[config.mk]
export PLATFORM = sky130hd
export DESIGN_NAME = wb_unit
export DESIGN_NICKNAME = d
export VERILOG_FILES = /design/src/rtl/npc_pkg.sv /design/src/rtl/wb_unit_load_ext.sv /design/src/rtl/wb_unit.sv
export SDC_FILE = /design/constraint.sdc
export NUM_CORES = 1
export LEC_CHECK = 0
export ABC_AREA = 0
export BUFFER_PORTS_ARGS = -buffer_cell sky130_fd_sc_hd__buf_4
export CAP_MARGIN = 20
export CORE_MARGIN = 5
export CORE_UTILIZATION = 51
export DETAILED_ROUTE_END_ITERATION = 10
export PLACE_DENSITY = 0.8
export SYNTH_ARGS = -nofsm -noshare
export SYNTH_HDL_FRONTEND = slang
export SYNTH_SLANG_ARGS = --single-unit
[constraint.sdc]
create_clock -name clk -period 2 [get_ports clk]
set_input_delay 0.4 -clock clk [delete_from_list [all_inputs] [get_ports clk]]
set_output_delay 0.4 -clock clk [all_outputs]
set_load 0.01 [all_outputs]
[src/rtl/npc_pkg.sv]
// Shared definitions for the NPC core datapath.
//   XLEN       : datapath width
//   reg_idx_t  : architectural register index (x0..x31)
//   load_f3_e  : funct3 encodings of the legal integer loads
package npc_pkg;

  localparam int XLEN = 32;

  typedef logic [4:0] reg_idx_t;

  typedef enum logic [2:0] {
    F3_LB  = 3'b000,
    F3_LH  = 3'b001,
    F3_LW  = 3'b010,
    F3_LBU = 3'b100,
    F3_LHU = 3'b101
  } load_f3_e;

endpackage

[src/rtl/wb_unit_load_ext.sv]
// load_ext: combinational extraction and sign/zero extension of load data.
// Ports:
//   rdata   in  raw aligned memory word
//   offset  in  byte address bits [1:0]
//   funct3  in  load type
//   data    out extracted, extended value (0 for an illegal funct3)
//   illegal out funct3 is not a legal load encoding
module load_ext
  import npc_pkg::*;
#(
  parameter int DATA_W = npc_pkg::XLEN
) (
  input  logic [DATA_W-1:0] rdata,
  input  logic [1:0]        offset,
  input  logic [2:0]        funct3,
  output logic [DATA_W-1:0] data,
  output logic              illegal
);

  logic [7:0]  byte_sel;
  logic [15:0] half_sel;

  // A halfword load only looks at offset[1]; a misaligned offset[0] is ignored.
  always_comb begin
    byte_sel = rdata[{offset, 3'b000} +: 8];
    half_sel = rdata[{offset[1], 4'b0000} +: 16];
    data     = '0;
    illegal  = 1'b0;
    case (funct3)
      F3_LB:   data = {{(DATA_W-8){byte_sel[7]}}, byte_sel};
      F3_LH:   data = {{(DATA_W-16){half_sel[15]}}, half_sel};
      F3_LW:   data = rdata;
      F3_LBU:  data = {{(DATA_W-8){1'b0}}, byte_sel};
      F3_LHU:  data = {{(DATA_W-16){1'b0}}, half_sel};
      default: illegal = 1'b1;
    endcase
  end

endmodule

[src/rtl/wb_unit.sv]
// wb_unit: writeback stage driving the register-file write port.
// Load responses win over ALU results; the winner is registered into a
// single output stage. A per-register scoreboard tracks issued loads whose
// data has not yet been presented to the register file.
// Ports:
//   alu_valid/alu_ready/alu_rd/alu_data       ALU result channel
//   ld_valid/ld_ready/ld_rd/ld_rdata/
//   ld_offset/ld_funct3                       load response channel
//   ld_err                                    illegal-funct3 pulse, aligned with the write
//   iss_valid/iss_rd                          load issue (sets pending bit)
//   q_rs1/q_rs2 -> q_busy1/q_busy2            decode load-use hazard query
//   RegWEn/waddr/wdata                        register-file write port
module wb_unit
  import npc_pkg::*;
#(
  parameter int XLEN = npc_pkg::XLEN,
  parameter int NREG = 32
) (
  input  logic            clk,
  input  logic            rst_n,
  input  logic            alu_valid,
  output logic            alu_ready,
  input  reg_idx_t        alu_rd,
  input  logic [XLEN-1:0] alu_data,
  input  logic            ld_valid,
  output logic            ld_ready,
  input  reg_idx_t        ld_rd,
  input  logic [XLEN-1:0] ld_rdata,
  input  logic [1:0]      ld_offset,
  input  logic [2:0]      ld_funct3,
  output logic            ld_err,
  input  logic            iss_valid,
  input  reg_idx_t        iss_rd,
  input  reg_idx_t        q_rs1,
  input  reg_idx_t        q_rs2,
  output logic            q_busy1,
  output logic            q_busy2,
  output logic            RegWEn,
  output reg_idx_t        waddr,
  output logic [XLEN-1:0] wdata
);

  logic            ld_xfer;
  logic            alu_xfer;
  logic [XLEN-1:0] ext_data;
  logic            ext_illegal;

  logic            regwen_d, regwen_q;
  reg_idx_t        waddr_d, waddr_q;
  logic [XLEN-1:0] wdata_d, wdata_q;
  logic            from_load_d, from_load_q;
  logic            ld_err_d, ld_err_q;
  logic [NREG-1:0] pend_d, pend_q;

  assign ld_ready  = 1'b1;
  assign alu_ready = !ld_valid;
  assign ld_xfer   = ld_valid && ld_ready;
  assign alu_xfer  = alu_valid && alu_ready;

  load_ext #(
    .DATA_W (XLEN)
  ) u_load_ext (
    .rdata   (ld_rdata),
    .offset  (ld_offset),
    .funct3  (ld_funct3),
    .data    (ext_data),
    .illegal (ext_illegal)
  );

  // Output stage: a transfer to x0 is still accepted but never raises RegWEn.
  always_comb begin
    regwen_d    = 1'b0;
    waddr_d     = waddr_q;
    wdata_d     = wdata_q;
    from_load_d = from_load_q;
    ld_err_d    = 1'b0;
    if (ld_xfer) begin
      regwen_d    = (ld_rd != '0);
      waddr_d     = ld_rd;
      wdata_d     = ext_data;
      from_load_d = 1'b1;
      ld_err_d    = ext_illegal;
    end else if (alu_xfer) begin
      regwen_d    = (alu_rd != '0);
      waddr_d     = alu_rd;
      wdata_d     = alu_data;
      from_load_d = 1'b0;
    end
  end

  // Scoreboard: the clear is applied first so a same-cycle issue to the
  // committing register keeps it pending.
  always_comb begin
    pend_d = pend_q;
    if (regwen_q && from_load_q) begin
      pend_d[waddr_q] = 1'b0;
    end
    if (iss_valid && (iss_rd != '0)) begin
      pend_d[iss_rd] = 1'b1;
    end
  end

  always_ff @(posedge clk or negedge rst_n) begin
    if (!rst_n) begin
      regwen_q    <= 1'b0;
      waddr_q     <= '0;
      wdata_q     <= '0;
      from_load_q <= 1'b0;
      ld_err_q    <= 1'b0;
      pend_q      <= '0;
    end else begin
      regwen_q    <= regwen_d;
      waddr_q     <= waddr_d;
      wdata_q     <= wdata_d;
      from_load_q <= from_load_d;
      ld_err_q    <= ld_err_d;
      pend_q      <= pend_d;
    end
  end

  // The in-flight term covers the cycle where the write is presented but
  // the register file has not captured it yet.
  assign q_busy1 = pend_q[q_rs1] || (regwen_q && (waddr_q == q_rs1) && (q_rs1 != '0));
  assign q_busy2 = pend_q[q_rs2] || (regwen_q && (waddr_q == q_rs2) && (q_rs2 != '0));

  assign RegWEn = regwen_q;
  assign waddr  = waddr_q;
  assign wdata  = wdata_q;
  assign ld_err = ld_err_q;

endmodule

* Word-level counts from Yosys, hierarchy flattened
Cells that the tools add are included.
** Word-level totals
- Flip-flop bits (word level) :: 72
- Input bits :: 99
** Operators by class
- Magnitude comparators :: 6
- Equality and inequality tests :: 6
- Shift operators :: 2
- Multiplexer cells :: 21
- Bitwise gates (word level) :: 3
- Reduce and logical (&&, ||, !) cells :: 20
** Operators with widths (count)
- $pmux W32 S5 :: 1
- $mux W32 :: 4
- $and A32 B32 Y32 :: 1
- $not A32 Y32 :: 1
- $or A32 B32 Y32 :: 1
- $shiftx A32 B6 Y16 :: 1
- $shiftx A32 B6 Y8 :: 1
- $reduce_bool A5 Y1 :: 5
- $lt A5 B6 Y1 const B :: 4
- $bmux W1 S5 :: 2
- $demux W1 S5 :: 2
- $eq A5 B5 Y1 :: 2
- $ge A5 B1 Y1 const B :: 2
- $mux W1 :: 10
- $mux W5 :: 2
- $logic_and A1 B1 Y1 :: 9
- $eq A3 B3 Y1 const B :: 2
- $reduce_or A5 Y1 :: 1
- $eq A3 B1 Y1 const B :: 1
- $eq A3 B2 Y1 const B :: 1
- $logic_not A3 Y1 :: 1
- $logic_or A1 B1 Y1 :: 2
- $reduce_bool A2 Y1 :: 1
- $logic_not A1 Y1 :: 1

* Longest topological paths before layout
Gate-level depths: netlist (run 1).
- Depth after elaboration :: 9
- Depth in mapped cells :: 6
- Depth with buffers taken out :: 5

* By module
From an unflattened synthesis (run 1), not the netlist that was laid out.
** Second synthesis, totals
- Cells, all modules :: 524
- Area, all modules :: 4774.6 um2
** Modules (own cells, without submodules)
- wb_unit :: instances 1, cells an instance 409, area each 3918.8 um2, seq. area each 1801.7 um2
- load_ext :: instances 1, cells an instance 115, area each 855.8 um2, seq. area each 0.0 um2

* Worst setup path after synthesis (run 1)
Ideal clock, no wire load.
- Path kind :: input to output
- Start :: input q_rs1[1]
- End :: output q_busy1
- Arrival time :: 1.459 ns
- Data required time :: 1.600 ns
- Path slack :: 0.141 ns
- Cell stages on the path :: 6
- Buffers on the path :: 1
- Path through :: buf_2 > mux2i_1 > a311o_1 > a221oi_1 > a22oi_1 > nand4_1
** Between the ends
- Word-level cells in the longest chain between the ends :: 4
- Elaborated cells on any way between the ends :: 7
- Classes of those cells :: 1 x eq/ne; 2 x mux; 4 x reduce/logical
** Ends and longest elaborated chain
- start, declared :: RTL line wb_unit.sv:34 : input reg_idx_t q_rs1,
- branches (longest 3 deep; another with $bmux W1 S5)
- $logic_or A1 B1 Y1 (*) :: RTL line wb_unit.sv:123 : assign q_busy1 = pend_q[q_rs1] || (regwen_q && (waddr_q == q_rs1) && (q_rs1 != '0));
- end, declared :: RTL line wb_unit.sv:36 : output logic q_busy1,
Mark *: on every way between the ends. The select of a mux whose other input is x is not followed.

* Worst setup path after layout (run 1)
- Start :: register waddr_q[3] (netlist: waddr[3])
- End :: output q_busy1
** Between the ends
- Word-level cells in the longest chain between the ends :: 4
** Ends and longest elaborated chain
- start, declared :: RTL line wb_unit.sv:49 : reg_idx_t waddr_d, waddr_q;
- start signal, assigned :: RTL line wb_unit.sv:113 : waddr_q <= waddr_d;
- $eq A5 B5 Y1 :: RTL line wb_unit.sv:123
- $logic_and A1 B1 Y1 (2 in series) :: RTL line wb_unit.sv:123
- $logic_or A1 B1 Y1 :: RTL line wb_unit.sv:123
Every way passes these cells.

==> results of run 1 <==
## cells in the mapped netlist, drive strengths merged, types with 2 or more instances
master / number / area share (%)
o21a: 8 / 1.4
xor2: 6 / 1.2
clkbuf: 18 / 1.6
o22ai: 13 / 1.9
nand2: 20 / 1.7
or3b: 6 / 1.2
a31oi: 2 / 0.29
and2: 2 / 0.29
nand3b: 8 / 1.4
a21oi: 12 / 1.4
xnor2: 2 / 0.40
nor2: 13 / 1.1
o21ai: 74 / 8.6
a311oi: 5 / 1.0
inv: 4 / 0.35
o22a: 2 / 0.40
o211ai: 14 / 2.4
nand4: 5 / 0.72
or4: 2 / 0.35
nand4b: 3 / 0.61
buf: 13 / 1.7
dfrtp: 72 / 42
a22oi: 4 / 0.69
mux2: 6 / 1.6
a222oi: 5 / 1.2
nor2b: 7 / 1.0
mux2i: 63 / 15
nand2b: 3 / 0.43
nor3: 4 / 0.46
or3: 3 / 0.43
a221oi: 8 / 1.6
nand3: 21 / 2.4
a22o: 5 / 1.0
## how the worst max path moves through the flow
stage	cells after the start	end	start
floorplan	6	q_busy1	q_rs1[1]
global placement	7	q_busy1	q_rs1[1]
detailed placement	7	q_busy1	q_rs1[1]
CTS	7	q_busy1	waddr[3]$_DFFE_PN0P_
global route	7	q_busy2	waddr[3]$_DFFE_PN0P_
finish	7	q_busy1	waddr[3]$_DFFE_PN0P_
## kinds of logic after synthesis
| group | synth area share, % |
|---|---|
| flip-flops | 41.6 |
| AND/OR/NAND/NOR | 12.7 |
| AO/OA/AOI/OAI | 23.6 |
| XOR/XNOR | 1.62 |
| other | 0.0867 |
| buffers and inverters | 3.73 |
| multiplexers | 16.7 |
## layout make-up
class                           instances  area, um2  area share [%]
Clock buffer                            9        124            2.12
Timing Repair Buffer                  163       1260            21.6
Multi-Input combinational cell        339       2390            40.9
Sequential cell                        72       1800            30.8
Tap cell                              105        131            2.25
Clock inverter                          7        120            2.05
Inverter                                5       18.8           0.321
## where the power goes
part           switching (mW)  internal (mW)
Clock                   0.568          0.831
Combinational           0.676          0.642
Sequential              0.276           1.74
## per-layer routing
| metal | share of wire (%) | vias to the layer above |
|---|---|---|
| met4 | 3.0 | 0 |
| met2 | 48 | 271 |
| met3 | 9.3 | 51 |
| met1 | 40 | 2224 |
| met5 | 0 | - |
| li1 | - | 2005 |
## registers in the layout (all words and copies together), names as in the netlist
name and count:
pend_q 32, wdata 32, waddr 5, RegWEn 1, from_load_q 1, ld_err 1
## worst max-delay path, stage by stage (launching register included)
cell      delay (ps)
dfrtp_1          390
buf_4            130
buf_4            180
xor2_1           170
nor3_1           170
nand4b_1         150
nand4_1          110
buf_4            120
## through the flow
| stage | instance area, um2 | utilization (%) | cells |
|---|---|---|---|
| after global routing | 5850 | 70.8 | 700 |
| final | 5850 | 70.8 | 700 |
| after global placement | 5570 | 67.4 | 682 |
| after floorplan | 4330 | - | 447 |
| after detailed placement | 5570 | 67.4 | 682 |
| after CTS | 5830 | 70.6 | 699 |
## repair_timing
item,4_1_cts,5_1_grt
gates resized for setup,2,2
buffers inserted,1,1
pin swaps,3,1
hold buffers,0,0
endpoints found under the setup margin,2,2
==> results.cfg, run 1 <==
[outcome]
status = finished with violations
violations = negative setup slack

[setup_path]
ff2ff_setup_slack_ps = 330
crit_path_start_kind = register
r2r_cells = 5
critPathKind = reg -> out
cp_max_fo = 12
required_ps = 1600
end_kind = output pin
rr_startpoint = waddr[3]$_DFFE_PN0P_
r2r-end = pend_q[7]$_DFF_PN0_
arrival_ps = 1760

[grt]
grt_remaining_overflow = 0
grt_use_met1_pct = 38.3
grt_pass1_wl_um = 23000
grt_pass1_vias = 4483
grt_use_met3_pct = 7.85
grt_max_degree = 73
grtUsageTotal_pct = 28.4
met2_usage_pct = 44.2
antenna_found_initial = 0
grt-busiest-layer = met2

[clocking]
cts_made_buffers = 9
clk_pin_slew_worst_paths_ps = 80
cts_max_level = 3
cts_tree = built
clock_sinks = 72
root_buffer = clkbuf_8
clk_path_buf_depth = 2
insertion_delay_ps = 340

[layout]
layout-drive-gt1-share_pct = 33.3
fill_cells = 646
mostFrequentLayoutCell = buf_4
antenna_cells = 0
fin_nets = 689
syn2layout_area_growth_pct = 35.2
final_cell_mix = 160 x buf_4, 74 x o21ai_0, 72 x dfrtp_1

[synth]
synth-seq-cells = 72
netlist_area_um2 = 4330
avgSynthCellArea_um2 = 9.68
synth-warning-count = 0
ys_seq_area_share_pct = 41.6
synth-edff-count = 0
synthesis.nets = 546
synthArstFlopShare_pct = 100
syn_inst = 447
synthFlopType = dfrtp_1
ys_types = 51

[timing]
holdWs_ps = 57.1
slew_violations = 0
period_needed_ps = 2160
fin_ws_ps = -156
post-route-period-util_pct = 108
worstMarginPinSlew_ps = 633
finalSetupViolations = 2
fmax_mhz = 464
skew_ps = 8.34
rsz0062_at_grt = yes
finalHoldViolCount = 0
finalSetupTns_ps = -247
maxSlewHeadroom_pct = 57.6

[detailed_routing]
postRouteAntennaNets = 0
via_per_inst = 6.50
wl_per_cell_um = 21.4
dr.pass1.iters = 5
vias = 4551
drt_iter0_markers = 399
wl_um = 15000
remaining_drc_errors = 0

[placed_design]
pre_cts_slack_ps = 47.7
gp_congestion = 0.959
hpwl_um = 11400
portBuffers = 140

[pwr]
power_leakage_nw = 2.64
ir_drop_v = 0.000517
power_mw = 4.73
power_density_nw_per_um2 = 809

[floorplanning]
die_y_um = 102
initial_utilization_pct = 52.4
die_area_um2 = 10400
coreArea_um2 = 8260
ios = 142
die_w_um = 102
rows = 33

[flow_run]
drv_cap = 0

[worst_hold_path]
hold_path.class = in -> async
No activity file was read; power rests on OpenSTA's default activity.
==> run 2: changes to the inputs <==
--- a/config.mk
+++ b/config.mk
@@ -6,12 +6,13 @@
 export NUM_CORES = 1
 export LEC_CHECK = 0
 export ABC_AREA = 0
-export BUFFER_PORTS_ARGS = -buffer_cell sky130_fd_sc_hd__buf_4
 export CAP_MARGIN = 20
 export CORE_MARGIN = 5
-export CORE_UTILIZATION = 51
+export CORE_UTILIZATION = 55
 export DETAILED_ROUTE_END_ITERATION = 10
-export PLACE_DENSITY = 0.8
+export DONT_BUFFER_PORTS = 1
+export PLACE_DENSITY = 0.7
 export SYNTH_ARGS = -nofsm -noshare
 export SYNTH_HDL_FRONTEND = slang
 export SYNTH_SLANG_ARGS = --single-unit
+export TNS_END_PERCENT = 5
==> results.cfg, run 2 (synthesis gave the netlist of run 1 again) <==
[outcome]
status = finished with violations
violations = negative hold slack, negative setup slack

[placed_design]
dp_cells = 527
dpl-instance-area_um2 = 4380
portBuffers = 0
hpwl_um = 9520
pre_cts_slack_ps = 188
gp_congestion = 1.03

[timing]
period_needed_ps = 2010
slew_violations = 0
post-route-period-util_pct = 101
holdWs_ps = -264
rsz0062_at_grt = yes
fin_ws_ps = -13.7
worstMarginPinSlew_ps = 614
maxSlewHeadroom_pct = 58.8
finalSetupTns_ps = -27.2
fmax_mhz = 497
finalHoldViolCount = 72
skew_ps = 6.12
finalSetupViolations = 2

[pwr]
p_sw_mw = 1.29
switching_share_pct = 32.0
power_mw = 4.04
power_leakage_nw = 1.85
p_seq_share_pct = 50.2
combPwrFrac_pct = 20.8
power_density_nw_per_um2 = 872
p_int_mw = 2.75
ir_drop_v = 0.000431
pwr-share-clk_pct = 29.0

[flow_run]
drv_cap = 0

[layout]
seq_area_um2 = 1800
fin_cells = 544
final_cell_mix = 74 x o21ai_0, 71 x dfrtp_1, 61 x mux2i_1
final_area_um2 = 4630
antenna_cells = 0
syn2layout_area_growth_pct = 6.94
fin_nets = 536
layout-drive-gt1-share_pct = 10.2
multi_input_area_um2 = 2400
fill_cells = 669
utilization_pct = 60.2
mostFrequentLayoutCell = o21ai_0

[setup_path]
ff2ff_setup_slack_ps = 320
path_cells = mux2i_1 > a311o_1 > a221oi_2 > a22oi_1 > nand4_1
end_kind = output pin
r2r-end = pend_q[1]$_DFF_PN0_
arrival_ps = 1610
required_ps = 1600
crit_slowest_cell = dfrtp_1
rr_startpoint = waddr[1]$_DFFE_PN0P_
cp_max_fo = 2
crit_path_start_kind = register
r2r_cells = 4
critPathKind = reg -> out
cpPeakStageDelay_ps = 390

[clocking]
clock_sinks = 72
cts_tree = built
clk_path_buf_depth = 2
clk_pin_slew_worst_paths_ps = 80
root_buffer = clkbuf_8
insertion_delay_ps = 350
cts_max_level = 3
cts_made_buffers = 9

[floorplanning]
ios = 142
initial_utilization_pct = 56.3
die_w_um = 98.7
die_area_um2 = 9740
die_y_um = 98.7
rows = 32
coreArea_um2 = 7690

[detailed_routing]
via_per_inst = 7.00
postRouteAntennaNets = 0
remaining_drc_errors = 0
drt_iter0_markers = 312
dr.pass1.iters = 7
wl_um = 13100
vias = 3808
wl_per_cell_um = 24.1

[grt]
grt_pass1_wl_um = 20300
grt_pass1_vias = 3692
grt_remaining_overflow = 0
grt_max_degree = 73
met2_usage_pct = 39.3
grtUsageTotal_pct = 26.2
antenna_found_initial = 0
grt_use_met1_pct = 37.2
grt-busiest-layer = met2
grt_use_met3_pct = 7.36

[worst_hold_path]
hold_path.class = in -> async
-- run 2: changes by cell type in the layout (fill, tap and decap cells not counted), moves of 2 or more --
cell	previous run	this run
buf_4	160	8
bufinv_16	3	1
nor3_1	2	4
buf_6	0	2
mux2i_1	63	61
mux2i_2	0	2
nor3_2	2	0
buf_12	3	0
-- run 2: power by group through the flow --
stage	combinational, mW	clock (mW)	sequential, mW
floorplan	0.673	0	1.94
global placement	0.776	0	2.03
detailed placement	0.796	0	2.04
CTS	0.819	1.18	2.02
global route	0.925	1.25	2.06
finish	0.839	1.17	2.03
-- run 2: what timing repair did --
action / in CTS / in global routing
gates resized for setup: 6 / 2
pin swaps: 2 / 4
setup buffers: 1 / 0
endpoints found under the hold margin: 72 / 72
setup endpoints to repair: 2 / 2
-- run 2: worst max path at each step --
stage / start / end / cells after the start
2_1_floorplan: q_rs1[1] / q_busy1 / 6
3_3_place_gp: ld_offset[1] / wdata[31]$_DFFE_PN0P_ / 4
3_5_place_dp: ld_offset[1] / wdata[10]$_DFFE_PN0P_ / 5
4_1_cts: waddr[0]$_DFFE_PN0P_ / q_busy1 / 5
5_1_grt: waddr[3]$_DFFE_PN0P_ / q_busy1 / 5
6_report: pend_q[7]$_DFF_PN0_ / q_busy1 / 5
-- run 2: layer usage --
| layer | part of all wire, % | vias to the layer above | routed length, um |
|---|---|---|---|
| li1 | - | 1692 | - |
| met1 | 42 | 1869 | 5500 |
| met2 | 45 | 225 | 5930 |
| met3 | 11 | 22 | 1470 |
| met4 | 1.4 | 0 | 189 |
| met5 | 0 | - | 0 |
-- run 2: layout make-up --
| class | count | area share (%) |
|---|---|---|
| well taps | 102 | 2.76 |
| flip-flops and latches | 72 | 39.0 |
| multi-input cells | 339 | 51.8 |
| clock inverters | 5 | 1.22 |
| repair buffers | 10 | 1.78 |
| inverters | 5 | 0.406 |
| clock buffers | 11 | 3.06 |
-- run 2: critical path: cells and delay by family (launching register included) --
family	cells	cell delay, ps
muxes	1	90
AOI/OAI and AO/OA	3	630
DFF	1	390
and+or+nand+nor	1	160
==> run 3: changes to the inputs <==
--- a/config.mk
+++ b/config.mk
@@ -12,6 +12,7 @@
 export DETAILED_ROUTE_END_ITERATION = 10
 export DONT_BUFFER_PORTS = 1
 export PLACE_DENSITY = 0.7
+export RECOVER_POWER = 100
 export SYNTH_ARGS = -nofsm -noshare
 export SYNTH_HDL_FRONTEND = slang
 export SYNTH_SLANG_ARGS = --single-unit
==> results.cfg, run 3 (synthesis gave the netlist of run 1 again) <==
[timing]
post-route-period-util_pct = 101
finalSetupTns_ps = -29.2
maxSlewHeadroom_pct = 31.9
finalHoldViolCount = 72
period_needed_ps = 2020
rsz0062_at_grt = yes
skew_ps = 5.81
worstMarginPinSlew_ps = 1010
fmax_mhz = 496
holdWs_ps = -264
slew_violations = 0
fin_ws_ps = -17.0
finalSetupViolations = 2

[setup_path]
end_kind = output pin
required_ps = 1600
critPathKind = reg -> out
rr_startpoint = waddr[1]$_DFFE_PN0P_
r2r-end = pend_q[1]$_DFF_PN0_
cp_max_fo = 2
r2r_cells = 4
crit_path_start_kind = register
arrival_ps = 1620
ff2ff_setup_slack_ps = 320

[pwr]
ir_drop_v = 0.000429
power_density_nw_per_um2 = 873
power_leakage_nw = 1.85
power_mw = 4.04

[floorplanning]
rows = 32
die_w_um = 98.7
die_area_um2 = 9740
die_y_um = 98.7
ios = 142
initial_utilization_pct = 56.3
coreArea_um2 = 7690

[layout]
fill_cells = 670
final_area_um2 = 4620
utilization_pct = 60.1
mostFrequentLayoutCell = o21ai_0
layout-drive-gt1-share_pct = 9.95
fin_cells = 544
syn2layout_area_growth_pct = 6.82
antenna_cells = 0
final_cell_mix = 74 x o21ai_0, 71 x dfrtp_1, 61 x mux2i_1
fin_nets = 536

[placed_design]
portBuffers = 0
hpwl_um = 9520
dpl-instance-area_um2 = 4380
gp_congestion = 1.03
pre_cts_slack_ps = 188
dp_cells = 527

[clocking]
insertion_delay_ps = 350
cts_made_buffers = 9
cts_max_level = 3
clk_path_buf_depth = 2
root_buffer = clkbuf_8
clock_sinks = 72
cts_tree = built
clk_pin_slew_worst_paths_ps = 80

[detailed_routing]
via_per_inst = 7.09
wl_per_cell_um = 24.1
wl_um = 13100
remaining_drc_errors = 0
postRouteAntennaNets = 0
drt_iter0_markers = 326
dr.pass1.iters = 5
vias = 3855

[grt]
grtUsageTotal_pct = 26.2
antenna_found_initial = 0
grt_pass1_wl_um = 20300
grt_use_met1_pct = 37.2
grt_remaining_overflow = 0
met2_usage_pct = 39.3
grt_pass1_vias = 3692
grt_max_degree = 73
grt_use_met3_pct = 7.36
grt-busiest-layer = met2

[outcome]
status = finished with violations
violations = negative hold slack, negative setup slack

[flow_run]
drv_cap = 0

[worst_hold_path]
hold_path.class = in -> async
run 3: changes by cell type in the layout (fill, tap and decap cells not counted):
| cell | delta |
|---|---|
| o31ai_2 | -1 |
| o31ai_1 | +1 |
run 3: area by class of cell:
| type | instances | area, um2 | share of cell area [%] |
|---|---|---|---|
| multi-input cells | 339 | 2390 | 51.8 |
| repair buffers | 10 | 82.6 | 1.79 |
| clock inverters | 5 | 56.3 | 1.22 |
| well taps | 102 | 128 | 2.76 |
| clock buffers | 11 | 141 | 3.06 |
| flip-flops and latches | 72 | 1800 | 39.0 |
| inverters | 5 | 18.8 | 0.406 |
run 3: power breakdown:
group / internal [mW] / total [mW] / switching (mW)
Sequential: 1.74 / 2.03 / 0.290
Clock: 0.609 / 1.17 / 0.561
Combinational: 0.399 / 0.839 / 0.440
run 3: layer usage:
layer | wire, um | share of wire, % | vias to the layer above
met5 | 0 | 0 | -
met4 | 187 | 1.4 | 0
met3 | 1420 | 11 | 22
met2 | 5970 | 46 | 232
met1 | 5510 | 42 | 1903
li1 | - | - | 1698
run 3: worst max path at each step:
| stage | startpoint | to | slack (ps) |
|---|---|---|---|
| 3_3_place_gp | ld_offset[1] | wdata[31]$_DFFE_PN0P_ | 250 |
| 6_report | pend_q[7]$_DFF_PN0_ | q_busy1 | -20 |
| 3_5_place_dp | ld_offset[1] | wdata[10]$_DFFE_PN0P_ | 190 |
| 2_1_floorplan | q_rs1[1] | q_busy1 | 140 |
| 4_1_cts | waddr[0]$_DFFE_PN0P_ | q_busy1 | -10 |
| 5_1_grt | waddr[3]$_DFFE_PN0P_ | q_busy1 | -110 |
run 3: what timing repair did:
action                                 CTS  global route
endpoints found under the hold margin   72            72
setup endpoints to repair                2             2
buffers inserted                         1             0
gates resized for setup                  6             2
pin swaps                                2             4
run 3: critical path: stages (launching register included):
cell	delay [ps]
dfrtp_1	380
mux2i_1	90
a311o_1	360
a221oi_2	170
a22oi_1	110
nand4_1	160
